`src/rtl/uart_wrapper.sv`:
```
// uart_wrapper: 8N1 UART front end. Collects NUM_IN bytes from the host into a
// local buffer, then echoes them back in order followed by an 8-bit running sum.
module uart_wrapper #(
    parameter int CLKS_PER_BIT = 1302,
    parameter int NUM_IN       = 31,
    parameter int NUM_OUT      = 32,
    parameter int DATA_W       = 8
) (
    input  logic sysclk,
    input  logic reset,
    input  logic uart_txd_in,
    output logic uart_rxd_out
);

    localparam int CLK_W = $clog2(CLKS_PER_BIT);
    localparam int CNT_W = $clog2(NUM_OUT);
    localparam int IDX_W = $clog2(NUM_IN);
    localparam int BIT_W = $clog2(DATA_W);
    localparam int TX_N  = DATA_W + 2;
    localparam int TX_BW = $clog2(TX_N);

    localparam logic [CLK_W-1:0] BIT_END  = CLK_W'(CLKS_PER_BIT - 1);
    localparam logic [CLK_W-1:0] HALF_END = CLK_W'(CLKS_PER_BIT / 2 - 1);
    localparam logic [CNT_W-1:0] LAST_IN  = CNT_W'(NUM_IN - 1);
    localparam logic [CNT_W-1:0] LAST_OUT = CNT_W'(NUM_OUT - 1);
    localparam logic [BIT_W-1:0] LAST_BIT = BIT_W'(DATA_W - 1);
    localparam logic [TX_BW-1:0] TX_LAST  = TX_BW'(TX_N - 1);

    // RX_WAIT doubles as the framing-error state: bad stop bit seen, byte dropped
    typedef enum logic [2:0] {RX_IDLE, RX_START, RX_DATA, RX_STOP, RX_WAIT} rx_state_t;
    typedef enum logic {RECV, SEND} state_t;

    logic [1:0]        r_sync;
    rx_state_t         r_rx_state;
    logic [CLK_W-1:0]  r_rx_clk;
    logic [BIT_W-1:0]  r_rx_bit;
    logic [DATA_W-1:0] r_rx_shift;
    logic              r_rx_vld;

    state_t            r_state;
    logic [CNT_W-1:0]  r_cnt;
    logic [DATA_W-1:0] r_sum;
    logic [DATA_W-1:0] r_buf [NUM_IN];
    logic              r_tx_busy;
    logic [CLK_W-1:0]  r_tx_clk;
    logic [TX_BW-1:0]  r_tx_bit;
    logic [TX_N-1:0]   r_tx_shift;
    logic              r_txd;

    logic              w_rx;
    logic [CNT_W-1:0]  w_cnt_nxt;
    logic [DATA_W-1:0] w_byte_cur;
    logic [DATA_W-1:0] w_byte_nxt;

    assign w_rx       = r_sync[1];
    assign w_cnt_nxt  = r_cnt + 1'b1;
    // The last slot of the outgoing frame is the checksum, not a buffer entry
    assign w_byte_cur = (r_cnt == LAST_OUT) ? r_sum : r_buf[r_cnt[IDX_W-1:0]];
    assign w_byte_nxt = (w_cnt_nxt == LAST_OUT) ? r_sum : r_buf[w_cnt_nxt[IDX_W-1:0]];
    assign uart_rxd_out = r_txd;

    // RX: synchronise the host line, find start edges, sample mid-bit, check stop bit
    always_ff @(posedge sysclk) begin
        r_rx_vld <= 1'b0;
        if (reset) begin
            r_sync     <= 2'b11;
            r_rx_state <= RX_IDLE;
            r_rx_clk   <= '0;
            r_rx_bit   <= '0;
        end else begin
            r_sync <= {r_sync[0], uart_txd_in};
            case (r_rx_state)
                RX_IDLE: begin
                    r_rx_clk <= '0;
                    r_rx_bit <= '0;
                    if (!w_rx) r_rx_state <= RX_START;
                end
                RX_START: begin
                    if (r_rx_clk == HALF_END) begin
                        r_rx_clk   <= '0;
                        r_rx_state <= w_rx ? RX_IDLE : RX_DATA;
                    end else begin
                        r_rx_clk <= r_rx_clk + 1'b1;
                    end
                end
                RX_DATA: begin
                    if (r_rx_clk == BIT_END) begin
                        r_rx_clk   <= '0;
                        r_rx_shift <= {w_rx, r_rx_shift[DATA_W-1:1]};
                        r_rx_bit   <= r_rx_bit + 1'b1;
                        if (r_rx_bit == LAST_BIT) r_rx_state <= RX_STOP;
                    end else begin
                        r_rx_clk <= r_rx_clk + 1'b1;
                    end
                end
                RX_STOP: begin
                    if (r_rx_clk == BIT_END) begin
                        r_rx_clk <= '0;
                        if (w_rx) begin
                            r_rx_vld   <= 1'b1;
                            r_rx_state <= RX_IDLE;
                        end else begin
                            r_rx_state <= RX_WAIT;
                        end
                    end else begin
                        r_rx_clk <= r_rx_clk + 1'b1;
                    end
                end
                RX_WAIT: begin
                    if (w_rx) r_rx_state <= RX_IDLE;
                end
                default: r_rx_state <= RX_IDLE;
            endcase
        end
    end

    // Sequencer: buffer and sum bytes in RECV, serialise the echo plus checksum in SEND
    always_ff @(posedge sysclk) begin
        if (reset) begin
            r_state   <= RECV;
            r_cnt     <= '0;
            r_sum     <= '0;
            r_txd     <= 1'b1;
            r_tx_busy <= 1'b0;
            r_tx_clk  <= '0;
            r_tx_bit  <= '0;
        end else begin
            case (r_state)
                RECV: begin
                    r_txd     <= 1'b1;
                    r_tx_busy <= 1'b0;
                    if (r_rx_vld) begin
                        r_buf[r_cnt[IDX_W-1:0]] <= r_rx_shift;
                        r_sum <= r_sum + r_rx_shift;
                        if (r_cnt == LAST_IN) begin
                            r_cnt   <= '0;
                            r_state <= SEND;
                        end else begin
                            r_cnt <= w_cnt_nxt;
                        end
                    end
                end
                SEND: begin
                    if (!r_tx_busy) begin
                        r_tx_busy  <= 1'b1;
                        r_tx_shift <= {1'b1, w_byte_cur, 1'b0};
                        r_txd      <= 1'b0;
                        r_tx_clk   <= '0;
                        r_tx_bit   <= '0;
                    end else if (r_tx_clk != BIT_END) begin
                        r_tx_clk <= r_tx_clk + 1'b1;
                    end else begin
                        r_tx_clk <= '0;
                        if (r_tx_bit != TX_LAST) begin
                            r_tx_bit   <= r_tx_bit + 1'b1;
                            r_tx_shift <= {1'b1, r_tx_shift[TX_N-1:1]};
                            r_txd      <= r_tx_shift[1];
                        end else if (r_cnt == LAST_OUT) begin
                            r_state   <= RECV;
                            r_cnt     <= '0;
                            r_sum     <= '0;
                            r_tx_busy <= 1'b0;
                            r_txd     <= 1'b1;
                        end else begin
                            // next start bit directly follows this stop bit
                            r_cnt      <= w_cnt_nxt;
                            r_tx_shift <= {1'b1, w_byte_nxt, 1'b0};
                            r_txd      <= 1'b0;
                            r_tx_bit   <= '0;
                        end
                    end
                end
                default: r_state <= RECV;
            endcase
        end
    end

endmodule

```
`config.mk`:
```
export PLATFORM = sky130hd
export DESIGN_NAME = uart_wrapper
export DESIGN_NICKNAME = d
export VERILOG_FILES = /design/src/rtl/uart_wrapper.sv
export SDC_FILE = /design/constraint.sdc
export NUM_CORES = 1
export LEC_CHECK = 0
export CAP_MARGIN = 20
export CORE_MARGIN = 8
export CORE_UTILIZATION = 45
export DETAILED_ROUTE_END_ITERATION = 12
export HOLD_SLACK_MARGIN = 0.08
export SLEW_MARGIN = 40
export SYNTH_ARGS = -nofsm -noshare
export SYNTH_HDL_FRONTEND = slang
export SYNTH_SLANG_ARGS = --single-unit
```
`constraint.sdc`:
```
create_clock -name sysclk -period 5.9 [get_ports sysclk]
set_input_delay 1.18 -clock sysclk [delete_from_list [all_inputs] [get_ports sysclk]]
set_output_delay 1.18 -clock sysclk [all_outputs]
set_load 0.05 [all_outputs]
```
Yosys cells after proc, flatten, opt, wreduce, memory -nomap -nowiden:

Memory sizes are Yosys's and may differ from the RTL's. A register that Yosys moved wholly into a read port is not among the register bits.
Cells that the tools add are included.

* bits in registers: 69
* memory bits (writable): 248
* input port bits: 3
* output and inout bits: 1
* logic and storage cells: 123
* memories kept: 1

Memories
* r_buf: words 31, bits a word 8, read ports 2, clocked after Yosys merged registers in 1, write ports 1, RTL line 43 `logic [DATA_W-1:0] r_buf [NUM_IN];`

* add/sub/neg operators: 6
* eq/ne operators: 26
* mux-type cells: 59
* bitwise gates (word level): 4
* reduce and logical (&&, ||, !) cells: 12

Operators by type and width (number)
* $mux W8: 7
* $mux W11: 4
* $mux W5: 8
* $pmux W11 S3: 1
* $mux W10: 3
* $mux W3: 8
* $add A11 B1 Y11 const B: 2
* $ne A2 B2 Y1 const B: 10
* $mux W4: 4
* $pmux W8 S2: 1
* $eq A5 B5 Y1 const B: 3
* $mux W1: 15
* $pmux W3 S5: 1
* $eq A11 B10 Y1 const B: 1
* $eq A11 B11 Y1 const B: 1
* $ne A11 B11 Y1 const B: 1
* $pmux W5 S2: 1
* $mux W9: 1
* $add A8 B8 Y8: 1
* $reduce_and A4 Y1: 2
* $eq A3 B2 Y1 const B: 2
* $eq A3 B3 Y1 const B: 2
* $pmux W1 S2: 3
* $pmux W3 S2: 1
* 19 further kinds: 24

Logic depth before layout (Yosys ltp):

* depth in word-level cells: 8
* gate-level depth with buffers: 11
* mapped depth without buffers: 8

Least setup slack after synthesis:

Ideal clock, no wire load.

* path type: register -> register
* from: register r_cnt[0]
* to: register r_tx_shift[7] (data pin)
* library setup time: 0.271 ns
* arrival time: 2.317 ns
* data required time: 5.629 ns
* slack: 3.312 ns
* stages on the path, launching flop included: 12
* buffers on the path: 4
* clock period less this slack: 2.588 ns
* cells stage by stage: dfxtp_1 > buf_2 > inv_2 > ha_1 > buf_4 > buf_6 > buf_4 > mux4_2 > nand3_1 > o211ai_1 > o22ai_1 > o32ai_1

* cells in the longest elaborated chain, start to end: 7
* elaborated cells between the ends (all ways): 10
* those cells by class: add/sub (1); eq/ne (2); mux (6); memory (1)

RTL lines
* start: declaration: RTL line 41 `logic [CNT_W-1:0] r_cnt;`
* start signal: assignment: RTL line 139 `r_cnt <= w_cnt_nxt;`
* start signal: assignment: RTL line 166 `r_cnt <= w_cnt_nxt;`
* $add A5 B1 Y5: RTL line 56 `assign w_cnt_nxt = r_cnt + 1'b1;`
* $mem_v2 Z31 W8 / $eq A5 B5 Y1 (equally long branches)
* $mux W8: RTL line 59 `assign w_byte_nxt = (w_cnt_nxt == LAST_OUT) ? r_sum : r_buf[w_cnt_nxt[IDX_W-1:0]];`
* $mux W10: RTL line 158 `end else if (r_cnt == LAST_OUT) begin`
* $mux W10: RTL line 154 `if (r_tx_bit != TX_LAST) begin`
* $mux W10: RTL line 150 `end else if (r_tx_clk != BIT_END) begin`
* $mux W9 *: RTL line 144 `if (!r_tx_busy) begin`
* end signal: assignment: RTL line 146 `r_tx_shift <= {1'b1, w_byte_cur, 1'b0};`
* end signal: assignment: RTL line 156 `r_tx_shift <= {1'b1, r_tx_shift[TX_N-1:1]};`
* end signal: assignment: RTL line 167 `r_tx_shift <= {1'b1, w_byte_nxt, 1'b0};`
* end: declaration: RTL line 47 `logic [TX_N-1:0] r_tx_shift;`

Every way passes the cells marked *; elsewhere a longest branch is shown, timed or not. The select of a mux whose other input is x is not followed.
A chain may end at the register's enable or synchronous reset.

Worst setup path in the final report:

* from: register r_cnt[0]
* to: register r_tx_shift[6] (data pin)

The elaborated chain is that of the path after synthesis.

==> reports/qor.csv <==
metric,value,unit
via_count,9654,
ant_nets,0,
synthMuxAreaShare,0.177,
overflow,0,
p_leak,5.28,nW
dp_cells,1492,
grt_max_degree,62,
ys_ff_latch,320,
antenna_found_initial,1,
postSynthCellCount,1082,
final_core_util,0.502,
synth_compound_area_frac,0.0807,
synthSimpleGateAreaFrac,0.103,
ioPinCount,4,
hold_path_class,register to register,
clock_path_buffers,3,
synth_nets,1107,
required,6.17,ns
cts_buffers,36,
layout_setup_ws,2.35,ns
drive_above_1_share,0.209,
ir_drop,0.000194,V
setup_viol,0,
start_util,0.451,
status,finished clean,
drv_cap,0,
grt_pass1_vias,9350,
fin_cells,1558,
drt_iter0_markers,964,
grtUsageTotal,0.192,
rows,68,
dieWidth,201,um
antennaDiodeCount,0,
netlist_area,15400,sq um
wl,39400,um
yosys_warnings,0,
firstDrtPassIters,5,
routedWlPerCell,25.3,um
period_minus_slack,3.55,ns
route.detailed.drc,0,
cts_sinks,320,
final_area,17200,sq um
min_period_over_period,0.602,
pwr_density_cell,278,nW/um^2
placed_area,15900,sq um
rsz0062_at_grt,no,
nets,1100,
fmax,282,MHz
cp_max_fo,61,
start_kind,register,
yosys.area.top_type_share,0.513,
slew_violations,0,
cts_tree,done,
synth_edf_count,264,
root_buffer,clkbuf_16,
ys_seq_area_frac,0.586,
synth_top_family_by_area,multiplexers,
place.port_buffers,3,
async_reset_ff_frac,0,
dp_hpwl,25600,um
coreArea,34200,sq um
synth_area_leaders,"edfxtp_1 51%, mux4_2 16%, dfxtp_1 7.3%",
cp.arrival,3.83,ns
clkLatencyLatePin,0.54,ns
cts_setup_buffers,0,
worst_pin_slew,0.870,ns
yosys.area_share.adder,0.0183,
gp_congestion,0.878,
synth_area_leader_cell,edfxtp_1,
area_delta_synth_final,11.1,%
yosysUniqueCellTypes,75,
critical_path_class,register to register,
ys_dominant_reg_cell,edfxtp_1,
max_slew_margin,0.419,
clock_skew,0.0241,ns
end_kind,register,
clk_pin_slew,0.06,ns
holdBufCountCts,0,
avgViaCountPerCell,6.20,
die-area,40500,sq um
synth_xor_area_frac,0.00843,
yosysMostFrequentCell,edfxtp_1,
fp.dieH,201,um
ctsResizeCount,0,
setup_tns,0,ns
syn_area_per_cell,14.3,sq um
htreeDepth,2,
grt_pass1_wl,59000,um
dp_worst_setup_slack,2.34,ns
synth_common_cells,"264 x edfxtp_1, 140 x nor2_1, 112 x mux4_2",
hold_viol,0,
-- placed cells by master (no fill, tap or decap), drive strengths merged, types with 8 or more instances in the layout --
| cell | synthesis | layout |
|---|---|---|
| buf | 32 | 19 |
| and3 | 8 | 8 |
| nand3 | 24 | 24 |
| mux4 | 112 | 112 |
| ha | 21 | 21 |
| edfxtp | 264 | 264 |
| clkbuf | 33 | 41 |
| or2 | 9 | 9 |
| dfxtp | 56 | 56 |
| clkinv | 1 | 16 |
| xor2 | 8 | 8 |
| mux2i | 21 | 21 |
| nor3 | 14 | 14 |
| a31oi | 16 | 16 |
| a22oi | 22 | 22 |
| nand2 | 61 | 61 |
| inv | 12 | 12 |
| a21oi | 50 | 50 |
| o22ai | 11 | 11 |
| nor2b | 12 | 12 |
| nor2 | 140 | 140 |
| o21ai | 42 | 42 |
-- through the flow --
| step | hold WS (ns) | power [W] |
|---|---|---|
| 2_1_floorplan | 0.389 | 0.00247 |
| 3_5_place_dp | 0.399 | 0.00247 |
| 3_3_place_gp | 0.406 | 0.00247 |
| 5_1_grt | 0.439 | 0.00488 |
| 4_1_cts | 0.425 | 0.00481 |
| 6_report | 0.426 | 0.00478 |
-- critical path: stages, from the launching register on --
cell	delay [ns]
dfxtp_2	0.34
buf_6	0.53
ha_1	0.50
xor2_4	0.70
and2_1	0.45
nand2b_1	0.28
o21ai_1	0.09
a211oi_1	0.27
o22ai_1	0.13
-- area by class of cell --
cell class                 instances  area [sq um]
inverter                          13          48.8
clock inverter                    25           290
multi-input combinational        683          6050
clock buffer                      41           962
sequential                       320          9060
fill                            2891         17000
tap                              455           569
timing repair buffer              21           176
-- sequential cells by signal, summed over array words and instances (netlist names), named ones only --
signal        flops
r_rx_bit          3
r_state           1
r_sum             8
r_rx_clk         11
r_tx_busy         1
r_rx_state        3
r_sync            2
r_tx_shift        8
r_tx_clk         11
r_rx_shift        8
uart_rxd_out      1
r_cnt             5
r_rx_vld          1
r_buf           248
r_tx_bit          4
-- kinds of logic (layout without fill, tap and decap cells) --
kind of cell,Yosys count,count (layout)
compound gates,191,191
mux,133,133
fa+ha+maj,22,22
flops,320,320
buf+inv,79,100
simple gates,323,323
xor+xnor,14,14
-- where the power goes --
group | leakage, nW | internal (W) | switching, W
Sequential | 2.83 | 0.00241 | 0.00000100
Combinational | 1.86 | 0.00000310 | 0.00000757
Clock | 0.600 | 0.00144 | 0.000916
-- final timing paths --
path                                 from            end  slack, ns  cells after the start
worst max-delay path             r_cnt[0]  r_tx_shift[6]       2.35                      8
worst min-delay path            r_sync[0]      r_sync[1]       0.43                      1
worst max register to register   r_cnt[0]  r_tx_shift[6]       2.35                      8
worst min register to register  r_sync[0]      r_sync[1]       0.43                      1
-- per-layer routing --
layer | part of all wire | global-route usage
met5 | 0.00046 | 0
met4 | 0.028 | 0.0626
met3 | 0.079 | 0.0462
met2 | 0.47 | 0.296
met1 | 0.43 | 0.265
(Power assumes the default switching activity.)
